File: config.mk
export PLATFORM = sky130hd
export DESIGN_NAME = hier_pipe_chain
export DESIGN_NICKNAME = d
export VERILOG_FILES = /design/src/rtl/hier_pipe_chain.sv
export SDC_FILE = /design/constraint.sdc
export NUM_CORES = 1
export LEC_CHECK = 0
export CAP_MARGIN = 30
export CELL_PAD_IN_SITES_DETAIL_PLACEMENT = 1
export CELL_PAD_IN_SITES_GLOBAL_PLACEMENT = 2
export CORE_AREA = 2 2 66 68
export CTS_CLUSTER_DIAMETER = 200
export CTS_CLUSTER_SIZE = 14
export DETAILED_ROUTE_END_ITERATION = 8
export DIE_AREA = 0 0 68 70
export PLACE_DENSITY = 0.81
export SYNTH_ARGS = -nofsm -noshare
export SYNTH_HDL_FRONTEND = slang
export SYNTH_SLANG_ARGS = --single-unit
File: constraint.sdc
create_clock -name clk -period 5.5 [get_ports clk]
set_input_delay 1.1 -clock clk [delete_from_list [all_inputs] [get_ports clk]]
set_output_delay 1.1 -clock clk [all_outputs]
set_load 0.03 [all_outputs]
File: src/rtl/hier_pipe_chain.sv
// Elastic chain of DEPTH masked-AND stages feeding an inverting output register.
// Optional out_parity port/logic enabled by defining HIER_PIPE_PARITY_EN.
module hier_pipe_chain #(
    parameter int unsigned WIDTH = 8,
    parameter int unsigned DEPTH = 2
) (
    input  logic                       clk,
    input  logic                       rst,
    input  logic                       in_valid,
    output logic                       in_ready,
    input  logic [WIDTH-1:0]           in_data,
    input  logic [DEPTH*WIDTH-1:0]     in_mask,
    output logic                       out_valid,
    input  logic                       out_ready,
    output logic [WIDTH-1:0]           out_data,
`ifdef HIER_PIPE_PARITY_EN
    output logic                       out_parity,
`endif
    output logic [$clog2(DEPTH+2)-1:0] count
);

    localparam int unsigned CW = $clog2(DEPTH + 2);

    logic [DEPTH-1:0] valid_q;
    logic [DEPTH-1:0] valid_d;
    logic [DEPTH-1:0] stage_ld_c;
    logic [WIDTH-1:0] data_q [DEPTH];
    logic [WIDTH-1:0] data_d [DEPTH];

    logic             out_valid_q;
    logic             out_valid_d;
    logic [WIDTH-1:0] out_data_q;
    logic [WIDTH-1:0] out_data_d;
    logic [CW-1:0]    count_q;
    logic [CW-1:0]    count_d;
`ifdef HIER_PIPE_PARITY_EN
    logic             parity_q;
    logic             parity_d;
`endif

    logic out_ld_c;
    logic accept_c;
    logic emit_c;

    // A stage may load if it, or any stage downstream of it, has a bubble,
    // or if the output register is draining this cycle.
    always_comb begin
        logic ld;
        out_ld_c   = ~out_valid_q | out_ready;
        stage_ld_c = '0;
        for (int k = 0; k < DEPTH; k++) begin
            ld = out_ld_c;
            for (int j = 0; j < DEPTH; j++) begin
                if (j >= k && !valid_q[j]) begin
                    ld = 1'b1;
                end
            end
            stage_ld_c[k] = ld;
        end
    end

    assign in_ready = stage_ld_c[0] & ~rst;
    assign accept_c = in_valid & in_ready;
    assign emit_c   = out_valid_q & out_ready;

    // Stage advance: masks are applied at the moment each stage loads.
    always_comb begin
        valid_d = valid_q;
        data_d  = data_q;
        if (stage_ld_c[0]) begin
            valid_d[0] = in_valid;
            if (in_valid) begin
                data_d[0] = in_data & in_mask[0 +: WIDTH];
            end
        end
        for (int k = 1; k < DEPTH; k++) begin
            if (stage_ld_c[k]) begin
                valid_d[k] = valid_q[k-1];
                if (valid_q[k-1]) begin
                    data_d[k] = data_q[k-1] & in_mask[k*WIDTH +: WIDTH];
                end
            end
        end
    end

    // Output register and occupancy counter.
    always_comb begin
        out_valid_d = out_valid_q;
        out_data_d  = out_data_q;
`ifdef HIER_PIPE_PARITY_EN
        parity_d    = parity_q;
`endif
        if (out_ld_c) begin
            out_valid_d = valid_q[DEPTH-1];
            if (valid_q[DEPTH-1]) begin
                out_data_d = ~data_q[DEPTH-1];
`ifdef HIER_PIPE_PARITY_EN
                parity_d   = ^(~data_q[DEPTH-1]);
`endif
            end
        end

        count_d = count_q;
        case ({accept_c, emit_c})
            2'b10:   count_d = count_q + CW'(1);
            2'b01:   count_d = count_q - CW'(1);
            default: count_d = count_q;
        endcase
    end

    always_ff @(posedge clk) begin
        if (rst) begin
            valid_q     <= '0;
            out_valid_q <= 1'b0;
            out_data_q  <= '0;
            count_q     <= '0;
`ifdef HIER_PIPE_PARITY_EN
            parity_q    <= 1'b0;
`endif
        end else begin
            valid_q     <= valid_d;
            out_valid_q <= out_valid_d;
            out_data_q  <= out_data_d;
            count_q     <= count_d;
`ifdef HIER_PIPE_PARITY_EN
            parity_q    <= parity_d;
`endif
        end
    end

    // Stage payloads are qualified by valid_q, so they carry no reset.
    always_ff @(posedge clk) begin
        data_q <= data_d;
    end

    assign out_valid = out_valid_q;
    assign out_data  = out_data_q;
    assign count     = count_q;
`ifdef HIER_PIPE_PARITY_EN
    assign out_parity = parity_q;
`endif

endmodule

==> impl_summary.log <==
[metrics] number of buffers added by the clock tree synthesis step: 5
[metrics] Int Pwr: 0.000367 W
[metrics] power per cell area: 285 nW/µm²
[metrics] number of rows created at floorplan: 24
[metrics] fraction of layout cells with a size suffix above 1: 12.9%
[metrics] switching portion of total power: 23.0%
[metrics] effective utilization at floorplan: 27.8%
[metrics] die outline width: 68 µm
[metrics] Total Power Consumption: 0.000477 W
[metrics] remaining routing DRC violations: 0
[metrics] status: complete, no violations
[metrics] core area: 4140 µm²
[metrics] final worst-path setup slack: 1.57 ns
[metrics] number of global-route vias before repair: 822
[metrics] number of different library cells in the post-synthesis netlist: 22
[metrics] final critical delay including setup and external delays: 3.93 ns
[metrics] final-report hold violation count: 0
[metrics] final standard cell utilization of the core: 40.3%
[metrics] sequential share of power: 52.6%
[metrics] Final Cycle Share: 71.4%
[metrics] Max Clock Skew: 0.00362 ns
[metrics] count of buffers from port buffering: 39
[metrics] WL per Instance: 12.9 µm
[metrics] FF+latch count, synth: 29
[metrics] Post-Place Setup Slack: 1.54 ns
[metrics] Yosys warning count: 0
[metrics] I/O pin cnt: 40
[metrics] number of slew-limit violations in the final report: 0
[metrics] Crit Path Category: primary input to primary output
[metrics] Post-Synthesis Net Count: 116
[metrics] average via count per standard cell: 4.28
[metrics] Worst setup SP type: primary input
[metrics] maximum frequency from static timing analysis: 255 MHz
[metrics] initial antenna violation count: 0
[metrics] leading cell type in the layout, fill and taps excluded: clkdlybuf4s50_1
[metrics] gate count after technology mapping: 87
[metrics] TritonCTS clock tree: done
[metrics] die outline area: 4760 µm²
[metrics] Resized cells post-CTS: 0
[metrics] sequential share of the synthesized area: 64.2%
[metrics] DIE HEIGHT: 70 µm
[metrics] Critical Path Sink Type: primary output
[metrics] unrepaired setup endpoints after global routing: false
[metrics] total detailed-routing wirelength: 2370 µm
[metrics] slew at the pin with the worst max-slew slack: 0.662 ns
[metrics] hold buffer count at CTS: 0
[metrics] Post-DRT Antenna Nets: 0
[metrics] CTS H-tree depth: 2
[metrics] cells taking the most area after synthesis: edfxtp_1 (42%), dfxtp_1 (23%), and2_1 (9.2%)
[metrics] maximum root-to-sink buffer count: 2
[metrics] latest clock arrival within the worst-skew pair: 0.28 ns
[metrics] CTS sink count: 29
[metrics] clock share of power: 34.1%
[metrics] count of maximum capacitance violations: 0
[metrics] number of iterations in the first detailed-routing pass: 2
[metrics] clock root buffer: clkbuf_8
[metrics] count of inserted antenna diode cells: 0
[metrics] maximum VDD drop: 0.106 mV
[metrics] relative max-transition margin: 55.7%
[metrics] post-synthesis cell type with the largest combined area: edfxtp_1
[metrics] total half-perimeter wirelength after legalization and detailed placement: 1830 µm
[metrics] pin count of the biggest net entering global routing: 16
[metrics] cell leakage power: 0.572 nW
[metrics] commonest cells after routing, fill and taps aside: clkdlybuf4s50_1 (39), and2_1 (17), edfxtp_1 (16)
[metrics] Final TNS setup: 0 ns
[metrics] setup fix buffers added after clock tree synthesis: 0
[metrics] total global routing track utilization: 10.9%
[metrics] worst path required time: 4.40 ns
[metrics] number of failing setup endpoints in the final timing report: 0
[metrics] portion of total power attributed to combinational logic: 13.3%
[metrics] area growth from synthesis to layout: 44.8%
[metrics] wire length of the first global-routing pass: 3760 µm
[metrics] CP max FO: 15
[metrics] worst hold-check path type: flip-flop to flip-flop
[metrics] Mapped Area: 1150 µm²
[metrics] portion of synthesized cell area occupied by the leading cell type: 41.6%
[metrics] post-route worst hold slack: 0.444 ns
[metrics] DRC marker count from the first detailed-route iteration: 17
[metrics] crit path DAT: 2.83 ns
[metrics] residual overflow from global routing: 0
[metrics] clock-pin slew of the registers on the worst-case setup and hold paths: 0.06 ns
[metrics] Net count, final: 160
[metrics] mean cell area of the mapped netlist: 13.3 µm²
[metrics] GP Congestion: 0.633
[metrics] vias after detailed routing: 788
[metrics] power spent charging and discharging nets: 0.000110 W
[routing by layer]
layer  up-vias  part of all wire [%]  track usage [%]
li1        398                     -                -
met1       351                    39             11.6
met2        34                    52             17.8
met3         5                   8.9             6.12
met4         0                   1.0             4.00
met5         -                     0                0
[cell families after synthesis]
family	count (synthesis)	synth area share (%)
DFF	29	64.2
AOI/OAI and AO/OA	23	15.6
adders and majority gates	1	1.08
xor gates and xnor gates	2	1.52
buffers and inverters	5	3.04
and+or+nand+nor	27	14.5
[synth_stat cells (all sizes together)]
cell    count
xor2        1
a211oi      8
xnor2       1
o21ai       1
nor2        4
and2       18
or3         1
a21boi      1
nor2b       1
buf         3
dfxtp      13
edfxtp     16
a31oi       2
ha          1
nand3       1
inv         1
a21oi      11
clkbuf      1
nand2b      2
[final cells by class]
class / instances / area (µm²)
fill: 456 / 2470
sequential: 29 / 741
timing repair buffer: 41 / 403
multi-input combinational: 53 / 378
clock buffer: 7 / 76.3
tap: 52 / 65.1
clock inverter: 1 / 3.75
inverter: 1 / 3.75
[worst paths after layout]
check	from	end	slack, ns	depth (start not counted)
max	rst	in_ready	1.57	3
min	data_q[4]$_DFFE_PP_	out_data[4]$_SDFFE_PP0P_	0.44	1
max reg2reg	out_valid$_SDFFE_PP0P_	count[1]$_SDFFE_PP0P_	3.63	6
min reg2reg	data_q[4]$_DFFE_PP_	out_data[4]$_SDFFE_PP0P_	0.44	1
[stage by stage]
step                cell area (µm²)  std cells
detailed placement             1580        175
finish                         1670        184
global placement               1580        174
floorplan                      1150         87
CTS                            1660        183
global route                   1670        184
[worst max-delay path: stages]
cell and delay, ns:
clkdlybuf4s50_1 0.73, a31oi_1 0.29, clkdlybuf4s50_1 0.70
[sequential cells by signal, indices dropped and copies added (netlist names)]
| name | count |
|---|---|
| count | 2 |
| valid_q | 2 |
| data_q | 16 |
| out_valid | 1 |
| out_data | 8 |
[power groups by stage]
stage          registers, W  logic [W]  clock network (W)
3_3_place_gp       0.000255  0.0000613                  0
5_1_grt            0.000253  0.0000682           0.000179
4_1_cts            0.000251  0.0000637           0.000169
3_5_place_dp       0.000256  0.0000634                  0
2_1_floorplan      0.000262  0.0000226                  0
6_report           0.000251  0.0000633           0.000163
Note: power is estimated with default switching activity, not from simulation.
